<file path="src/rtl/path_tracer.sv">
// Animated "U" path tracer: a square sweeps a U-shaped path on a small raster,
// painting its trail, with a second phase that overlays the trail in another colour.
module path_tracer #(
  parameter int unsigned SCREEN_W = 96,
  parameter int unsigned SCREEN_H = 64,
  parameter int unsigned SQ       = 15,
  parameter int unsigned MIN_X    = 6,
  parameter int unsigned MAX_X    = 90,
  parameter int unsigned MIN_Y    = 4,
  parameter int unsigned MAX_Y    = 60,
  parameter int unsigned TICK_DIV = 1666667,
  parameter int unsigned STEP_A   = 1,
  parameter int unsigned STEP_B   = 2,
  parameter int unsigned DWELL    = 45,
  parameter logic [15:0] COL_A    = 16'h07E0,
  parameter logic [15:0] COL_B    = 16'hF800,
  parameter logic [15:0] COL_BG   = 16'h0000
) (
  input  logic        clk,
  input  logic        rst,
  input  logic        btn_start,
  input  logic        btn_phase2,
  input  logic        pause,
  input  logic [12:0] pixel_index,
  output logic [15:0] colour,
  output logic        busy
);

  localparam int unsigned XE = MAX_X - SQ;
  localparam int unsigned YE = MAX_Y - SQ;
  // Coordinates must hold limit + step so the saturation compare cannot wrap.
  localparam int unsigned CW = $clog2(MAX_X + MAX_Y + STEP_A + STEP_B + 1);
  localparam int unsigned TW = (TICK_DIV > 1) ? $clog2(TICK_DIV) : 1;
  localparam int unsigned DW = (DWELL > 1) ? $clog2(DWELL) : 1;
  localparam int unsigned PW = 13;

  localparam logic [CW-1:0] C_MINX = CW'(MIN_X);
  localparam logic [CW-1:0] C_MINY = CW'(MIN_Y);
  localparam logic [CW-1:0] C_XE   = CW'(XE);
  localparam logic [CW-1:0] C_YE   = CW'(YE);
  localparam logic [CW-1:0] C_SA   = CW'(STEP_A);
  localparam logic [CW-1:0] C_SB   = CW'(STEP_B);

  localparam logic [PW-1:0] P_MINX = PW'(MIN_X);
  localparam logic [PW-1:0] P_MAXX = PW'(MAX_X);
  localparam logic [PW-1:0] P_MINY = PW'(MIN_Y);
  localparam logic [PW-1:0] P_MAXY = PW'(MAX_Y);
  localparam logic [PW-1:0] P_XE   = PW'(XE);
  localparam logic [PW-1:0] P_YE   = PW'(YE);
  localparam logic [PW-1:0] P_SQ   = PW'(SQ);
  localparam logic [PW-1:0] P_W    = PW'(SCREEN_W);
  localparam logic [PW-1:0] P_NPIX = PW'(SCREEN_W * SCREEN_H);

  typedef enum logic [3:0] {
    IDLE, A_RIGHT, A_DW1, A_DOWN, A_DW2, A_LEFT, A_DW3, HOLD,
    B_RIGHT, B_UP, B_LEFT, B_DW
  } state_t;

  state_t        state, state_n;
  logic [CW-1:0] x, x_n, y, y_n;
  logic [DW-1:0] dwell, dwell_n;
  logic [TW-1:0] tick_cnt;
  logic          tick_c;
  logic [2:0]    start_sync, ph2_sync;
  logic          start_edge_c, ph2_edge_c;
  logic          start_lat, ph2_lat;
  logic          dwell_done_c;

  function automatic logic [CW-1:0] step_up(input logic [CW-1:0] v, input logic [CW-1:0] s,
                                            input logic [CW-1:0] lim);
    return (v + s >= lim) ? lim : v + s;
  endfunction

  function automatic logic [CW-1:0] step_dn(input logic [CW-1:0] v, input logic [CW-1:0] s,
                                            input logic [CW-1:0] lim);
    return (v <= lim + s) ? lim : v - s;
  endfunction

  function automatic logic in_box(input logic [PW-1:0] c, input logic [PW-1:0] r,
                                  input logic [PW-1:0] x0, input logic [PW-1:0] x1,
                                  input logic [PW-1:0] y0, input logic [PW-1:0] y1);
    return (c >= x0) && (c < x1) && (r >= y0) && (r < y1);
  endfunction

  assign tick_c       = !pause && (tick_cnt == TW'(TICK_DIV - 1));
  assign start_edge_c = start_sync[1] & ~start_sync[2];
  assign ph2_edge_c   = ph2_sync[1] & ~ph2_sync[2];
  assign dwell_done_c = (dwell == DW'(DWELL - 1));

  // Movement tick divider, frozen while paused.
  always_ff @(posedge clk or posedge rst) begin
    if (rst) tick_cnt <= '0;
    else if (!pause) tick_cnt <= tick_c ? '0 : tick_cnt + 1'b1;
  end

  // Button synchronisers, edge detect, and edge latches held until the next tick.
  always_ff @(posedge clk or posedge rst) begin
    if (rst) begin
      start_sync <= '0;
      ph2_sync   <= '0;
      start_lat  <= 1'b0;
      ph2_lat    <= 1'b0;
    end else begin
      start_sync <= {start_sync[1:0], btn_start};
      ph2_sync   <= {ph2_sync[1:0], btn_phase2};
      start_lat  <= tick_c ? start_edge_c : (start_lat | start_edge_c);
      ph2_lat    <= tick_c ? ph2_edge_c : (ph2_lat | ph2_edge_c);
    end
  end

  // Path state, square position, dwell counter and busy flag.
  always_ff @(posedge clk or posedge rst) begin
    if (rst) begin
      state <= IDLE;
      x     <= C_MINX;
      y     <= C_MINY;
      dwell <= '0;
      busy  <= 1'b0;
    end else begin
      state <= state_n;
      x     <= x_n;
      y     <= y_n;
      dwell <= dwell_n;
      busy  <= (state_n != IDLE) && (state_n != HOLD);
    end
  end

  // Next-state logic: everything advances only on a tick.
  always_comb begin
    state_n = state;
    x_n     = x;
    y_n     = y;
    dwell_n = dwell;
    if (tick_c) begin
      case (state)
        IDLE: if (start_lat) begin
          x_n = C_MINX; y_n = C_MINY; state_n = A_RIGHT;
        end
        A_RIGHT: if (x == C_XE) state_n = A_DW1; else x_n = step_up(x, C_SA, C_XE);
        A_DOWN:  if (y == C_YE) state_n = A_DW2; else y_n = step_up(y, C_SA, C_YE);
        A_LEFT:  if (x == C_MINX) state_n = A_DW3; else x_n = step_dn(x, C_SA, C_MINX);
        A_DW1, A_DW2, A_DW3, B_DW: begin
          if (dwell_done_c) begin
            dwell_n = '0;
            case (state)
              A_DW1:   state_n = A_DOWN;
              A_DW2:   state_n = A_LEFT;
              A_DW3:   state_n = HOLD;
              default: begin state_n = IDLE; x_n = C_MINX; y_n = C_MINY; end
            endcase
          end else begin
            dwell_n = dwell + 1'b1;
          end
        end
        HOLD: if (ph2_lat) begin
          x_n = C_MINX; y_n = C_YE; state_n = B_RIGHT;
        end
        B_RIGHT: if (x == C_XE) state_n = B_UP; else x_n = step_up(x, C_SB, C_XE);
        B_UP:    if (y == C_MINY) state_n = B_LEFT; else y_n = step_dn(y, C_SB, C_MINY);
        B_LEFT:  if (x == C_MINX) state_n = B_DW; else x_n = step_dn(x, C_SB, C_MINX);
        default: state_n = IDLE;
      endcase
    end
  end

  logic [PW-1:0] col_c, row_c, xp_c, yp_c;
  logic          top_c, right_c, bot_c, u_c, paint_a_c, paint_b_c;
  logic [15:0]   colour_n;

  assign col_c   = pixel_index % P_W;
  assign row_c   = pixel_index / P_W;
  assign xp_c    = PW'(x);
  assign yp_c    = PW'(y);
  assign top_c   = in_box(col_c, row_c, P_MINX, P_MAXX, P_MINY, P_MINY + P_SQ);
  assign right_c = in_box(col_c, row_c, P_XE, P_MAXX, P_MINY, P_MAXY);
  assign bot_c   = in_box(col_c, row_c, P_MINX, P_MAXX, P_YE, P_MAXY);
  assign u_c     = top_c | right_c | bot_c;

  // Per-state paint masks; phase B colour overrides phase A colour.
  always_comb begin
    paint_a_c = 1'b0;
    paint_b_c = 1'b0;
    case (state)
      IDLE:           paint_a_c = in_box(col_c, row_c, P_MINX, P_MINX + P_SQ, P_MINY, P_MINY + P_SQ);
      A_RIGHT, A_DW1: paint_a_c = in_box(col_c, row_c, P_MINX, xp_c + P_SQ, P_MINY, P_MINY + P_SQ);
      A_DOWN, A_DW2:  paint_a_c = top_c | in_box(col_c, row_c, P_XE, P_MAXX, P_MINY, yp_c + P_SQ);
      A_LEFT, A_DW3:  paint_a_c = top_c | right_c | in_box(col_c, row_c, xp_c, P_MAXX, P_YE, P_MAXY);
      HOLD:           paint_a_c = u_c;
      B_RIGHT: begin
        paint_a_c = u_c;
        paint_b_c = in_box(col_c, row_c, P_MINX, xp_c + P_SQ, P_YE, P_MAXY);
      end
      B_UP: begin
        paint_a_c = u_c;
        paint_b_c = bot_c | in_box(col_c, row_c, P_XE, P_MAXX, yp_c, P_MAXY);
      end
      B_LEFT: begin
        paint_a_c = u_c;
        paint_b_c = bot_c | right_c | in_box(col_c, row_c, xp_c, P_MAXX, P_MINY, P_MINY + P_SQ);
      end
      B_DW: begin
        paint_a_c = u_c;
        paint_b_c = u_c;
      end
      default: paint_a_c = 1'b0;
    endcase
    if (pixel_index >= P_NPIX) colour_n = COL_BG;
    else if (paint_b_c)        colour_n = COL_B;
    else if (paint_a_c)        colour_n = COL_A;
    else                       colour_n = COL_BG;
  end

  // Pixel colour register: one clock of latency from pixel_index.
  always_ff @(posedge clk or posedge rst) begin
    if (rst) colour <= COL_BG;
    else     colour <= colour_n;
  end

endmodule
</file>
<file path="config.mk">
export PLATFORM = sky130hd
export DESIGN_NAME = path_tracer
export DESIGN_NICKNAME = d
export VERILOG_FILES = /design/src/rtl/path_tracer.sv
export SDC_FILE = /design/constraint.sdc
export NUM_CORES = 1
export LEC_CHECK = 0
export CAP_MARGIN = 10
export CORE_MARGIN = 2
export CORE_UTILIZATION = 40
export CTS_CLUSTER_DIAMETER = 50
export DETAILED_ROUTE_END_ITERATION = 8
export GPL_TIMING_DRIVEN = 0
export PLACE_DENSITY = 0.67
export SYNTH_ARGS = -nofsm -noshare
export SYNTH_HDL_FRONTEND = slang
export SYNTH_SLANG_ARGS = --single-unit
</file>
<file path="constraint.sdc">
create_clock -name clk -period 6.4 [get_ports clk]
set_input_delay 1.28 -clock clk [delete_from_list [all_inputs] [get_ports clk]]
set_output_delay 1.28 -clock clk [all_outputs]
set_load 0.05 [all_outputs]
</file>
Word level (Yosys, flattened, before mapping)
Index checks and enable logic that the tools add are counted.
{"block": "totals", "ff_bits": 72, "word_cells": 166}
{"block": "op_classes", "addsub": 10, "div": 2, "n_lt_le_gt_ge": 19, "eq_ne": 28, "n_mux": 43, "bitwise_logic": 13, "reduce_logical": 40}
{"cell": "8-bit 2-to-1 mux", "count": 20}
{"cell": "8-bit one-hot mux with 7 select lines", "count": 1}
{"cell": "4-bit 2-to-1 mux", "count": 10}
{"cell": "8-bit one-hot mux with 5 select lines", "count": 1}
{"cell": "4-bit one-hot mux with 9 select lines", "count": 1}
{"cell": "16-bit 2-to-1 mux", "count": 2}
{"cell": "13-bit by 3-bit greater-or-equal comparator with 1-bit output (second input constant)", "count": 2}
{"cell": "13-bit by 8-bit greater-or-equal comparator with 1-bit output", "count": 2}
{"cell": "1-bit logical AND", "count": 26}
{"cell": "13-bit by 5-bit less-than comparator with 1-bit output (second input constant)", "count": 2}
{"cell": "13-bit by 9-bit less-than comparator with 1-bit output", "count": 2}
{"cell": "21-bit by 1-bit adder with 21-bit output (second input constant)", "count": 1}
{"cell": "21-bit == test (second input constant)", "count": 1}
{"cell": "21-bit 2-to-1 mux", "count": 1}
{"cell": "2-bit inequality test (second input constant)", "count": 10}
{"cell": "8-bit by 4-bit adder with 9-bit output (second input constant)", "count": 2}
{"cell": "8-bit by 1-bit adder with 8-bit output (second input constant)", "count": 2}
{"cell": "4-bit by 3-bit == test with 1-bit output (second input constant)", "count": 4}
{"cell": "4-bit == test (second input constant)", "count": 4}
{"cell": "8-bit by 3-bit == test with 1-bit output (second input constant)", "count": 2}
{"cell": "8-bit by 7-bit greater-or-equal comparator with 1-bit output (second input constant)", "count": 2}
{"cell": "8-bit by 3-bit <= comparator with 1-bit output (second input constant)", "count": 2}
{"cell": "8-bit by 2-bit subtractor with 8-bit output (second input constant)", "count": 2}
{"cell": "13-bit by 7-bit divider with 13-bit output (second input constant)", "count": 1}
{"cell": "38 further kinds", "count": 52}

Longest topological paths before layout
{"block": "logic_depth", "depth_word": 11, "depth_mapped": 21}

Worst setup path before layout
Ideal clock, no wire load.
{"block": "synth_timing", "kind": "input port to flip-flop", "start": "input pixel_index[9]", "end": "register colour[10]", "setup_ps": 123, "arrival_time_ps": 4372, "required_ps": 6277, "slack_ps": 1905, "stages": 14, "cell_sequence": "buf_2 nand2b_1 and2_1 a32o_1 or3_4 a31oi_1 xnor2_1 ha_1 a2111oi_0 a21oi_1 maj3_1 a31oi_1 a31oi_1 o221a_1"}
{"block": "synth_between", "elab_chain_cells": 11}
{"item": "start: declaration", "line": "24", "rtl": "input logic [12:0] pixel_index,"}
{"item": "13-bit by 7-bit modulo with 13-bit output", "line": "170", "rtl": "assign col_c = pixel_index % P_W;"}
{"item": "13-bit by 3-bit greater-or-equal comparator with 1-bit output, or another cell as far along", "line": "82", "rtl": "return (c >= x0) && (c < x1) && (r >= y0) && (r < y1);"}
{"item": "1-bit logical AND (3 in a row)", "line": "82"}
{"item": "1-bit bitwise OR", "line": "177, 187"}
{"item": "1-bit bitwise OR, on equally long branches", "line": "177, 187"}
{"item": "1-bit one-hot mux with 5 select lines", "line": "183", "rtl": "case (state)"}
{"item": "11-bit 2-to-1 mux", "line": "209", "rtl": "else if (paint_a_c) colour_n = COL_A;"}
{"item": "16-bit 2-to-1 mux", "line": "208", "rtl": "else if (paint_b_c) colour_n = COL_B;"}
{"item": "16-bit 2-to-1 mux *", "line": "207", "rtl": "if (pixel_index >= P_NPIX) colour_n = COL_BG;"}
{"item": "via colour_n[10]", "line": "168", "rtl": "logic [15:0] colour_n;"}
{"item": "end signal: assignment", "line": "216", "rtl": "else colour <= colour_n;"}
{"item": "end: declaration", "line": "25", "rtl": "output logic [15:0] colour,"}
Mark *: on every way through the listed nets, which the timed path passes. The rest lies on a longest branch.
A chain may end at the register's enable or synchronous reset.

Worst setup path after layout
{"block": "layout_timing", "start": "input pixel_index[12]", "end": "register colour[10]"}
The elaborated chain is that of the path after synthesis.

==> run metrics <==
status=completed; synthesized cell area=6010 um2; pwr dens=169 nW/um2; # DRC=0; Port-buffer cells=25; clock slew at reported path FFs=60 ps; Final min period=5260 ps; die span in x=127 um; CTS tree=done; Post-layout nets=912; clock root buffer=clkbuf_16; htree depth=3; Hold Violations, Final=0; r2r worst-path depth=13; CTS Hold Bufs=0; total power draw=1160 uW; Syn Inst Count=801; initial core utilization=41.2%; area delta synth->final=14.4%; largest family of logic cells by synthesized area=simple AND/OR/NAND/NOR gates; ANT cells=0; Yosys top cell area share=22.9%; Final period util=82.1%; post-cts resize count=0; Synth area leader=dfrtp_1; worst hold path class=reg -> reg; Die ar.=16000 um2; average wire per standard cell=14.8 um; crit start category=input port; Hold Slack=348 ps; warning count from the yosys run=0; I/O pins=35; Post-DP HPWL=11300 um; synthesized flop and latch total=58; Synth Area per Inst=7.50 um2; Vias/cell=5.81; worst slew pin tran=700 ps; largest net degree at the start of global routing=44; Pins Over Slew Limit=0; Multi-input gate area=4130 um2; slew margin rel.=52.9%; Post-synth ARST share=100%; TNS Setup=0 ps; GPL Wtd Cong=0.936; fillers=1467; Die Ht=127 um; Max VDD drop=0.000162 V; placed cells=1018; Initial DRT Pass Iterations=5; Final ANT Viol Nets=0; most frequent cells in the layout=84 x nor2_1, 83 x nand2_1, 55 x dfrtp_1; RSZ-0062 raised after global routing=false; critical path type=in -> reg; largest cells by area after synthesis=dfrtp_1 23%, ha_1 10%, nor2_1 5.2%; Setup Viol. Count Final=0; Simple-Gate Fraction of Synth Area=26.1%; P_leak=0.00279 uW; final cell count without fillers=1034; EDFF count, synth=0; initial antenna violation count=0; post-synthesis mux area share=1.23%; most common cell after layout, fill and taps aside=nor2_1; post-CTS setup buffers=0; GRT Util Overall=19.4%; layout cells sized above 1=6.82%; Post-Synth XOR/XNOR Area=6.25%; first-pass GRT wire length=26200 um; Sink Count=58; Data arrival, critical path=5530 ps; Seq/Total Area, Yosys=24.2%; Worst Clk Skew=4.78 ps; Synth Area in Compound Gates=24.3%; CTS Buf Count=9; clk buf depth=2; Worst Path Required=6670 ps; via count=6005; Post-DP Area=6530 um2; remaining global-route overflow=0; CP Max Fanout=10; total wire length=15300 um; Seq. cell area=1460 um2; Synth cell types=81; post-route design area=6870 um2; CP Capture Type=flop; CORE AREA=14600 um2; worst hold stages=0; fmax=0.190 GHz; Clk Latency, worst-skew pair=330 ps; Max Cap Viol=0; vias in the first global route=5522; Most used DFF post-synth=dfrtp_1; FP Rows=44; FF-to-FF setup slack=2510 ps; post-synthesis adder-cell area fraction=10.4%; DR iter-0 viols=492
==> routing by layer <==
layer / part of all wire, % / track usage, %
met1: 48 / 28.1
met2: 44 / 29.7
met3: 6.1 / 2.02
met4: 2.1 / 7.63
met5: 0 / 0
==> path summary, 6_finish.rpt <==
| check | start | endpoint |
|---|---|---|
| max | pixel_index[12] | colour[10] |
| min | start_sync[0] | start_sync[1] |
| max reg2reg | x[2] | colour[10] |
| min reg2reg | start_sync[0] | start_sync[1] |
| max in group asynchronous | rst | x[2] |
| min in group asynchronous | rst | y[1] |
==> power by group <==
part	internal [uW]	switching, uW
clock	380	171
sequential	386	22.2
combinational	86.8	116
==> final cells by class <==
| cell class | instances | area share, % |
|---|---|---|
| clock buffer | 11 | 3.39 |
| timing repair buffer | 26 | 3.93 |
| clock inverter | 5 | 1.49 |
| inverter | 43 | 2.35 |
| sequential | 58 | 21.2 |
| multi-input combinational | 650 | 60.1 |
| buffer | 57 | 4.21 |
| tap | 184 | 3.35 |
==> metrics by stage <==
step	util (%)	setup WS [ps]
2_1_floorplan	-	1900
3_3_place_gp	44.6	800
3_5_place_dp	44.8	790
4_1_cts	47.1	1120
5_1_grt	47.1	712
6_report	47.1	1140
==> state kept, by name, summed over array words and instances (netlist names), 2 cells and up <==
name,flops
colour,2
dwell,6
ph2_sync,3
start_sync,3
state,4
tick_cnt,21
x,8
y,8
==> cells in the mapped netlist, drive strengths merged, types with 4 or more instances <==
master	n
nor3b	4
nand2b	9
a31oi	11
nand4	15
and3	9
nand2	84
xnor2	29
o31ai	13
o21a	5
or2	8
nor3	30
buf	21
xor2	13
and2	5
dfrtp	55
a22oi	6
a21oi	49
nor2b	11
o22ai	12
a211oi	7
o21ai	57
mux2i	4
nor4	7
or3	11
o211ai	9
o221ai	4
a21o	7
a221oi	5
inv	41
ha	49
o22a	6
clkbuf	36
nand3	28
nor2	85
==> critical path: stages <==
cell and delay (ps):
clkdlybuf4s50_1 590, clkbuf_1 370, o211ai_1 180, a32oi_1 300
and2_1 160, buf_2 160, a21oi_1 80, a31oi_1 370
xnor2_1 230, ha_1 290, nand2_1 90, nor3_1 50
o21ai_0 160, nand2b_1 70, a211oi_1 330, a221oi_1 120
a22oi_1 180, nor2_1 70, a31oi_1 240, o221a_1 220
==> cells by family (layout without fill, tap and decap cells) <==
logic type	after synthesis	count (layout)
AOI/OAI and AO/OA	224	224
adders and majority gates	50	50
xor gates and xnor gates	42	42
and+or+nand+nor	319	319
other	1	8
muxes	7	7
buffers and inverters	100	142
DFF	58	58
Note: power is estimated with default switching activity, not from simulation.
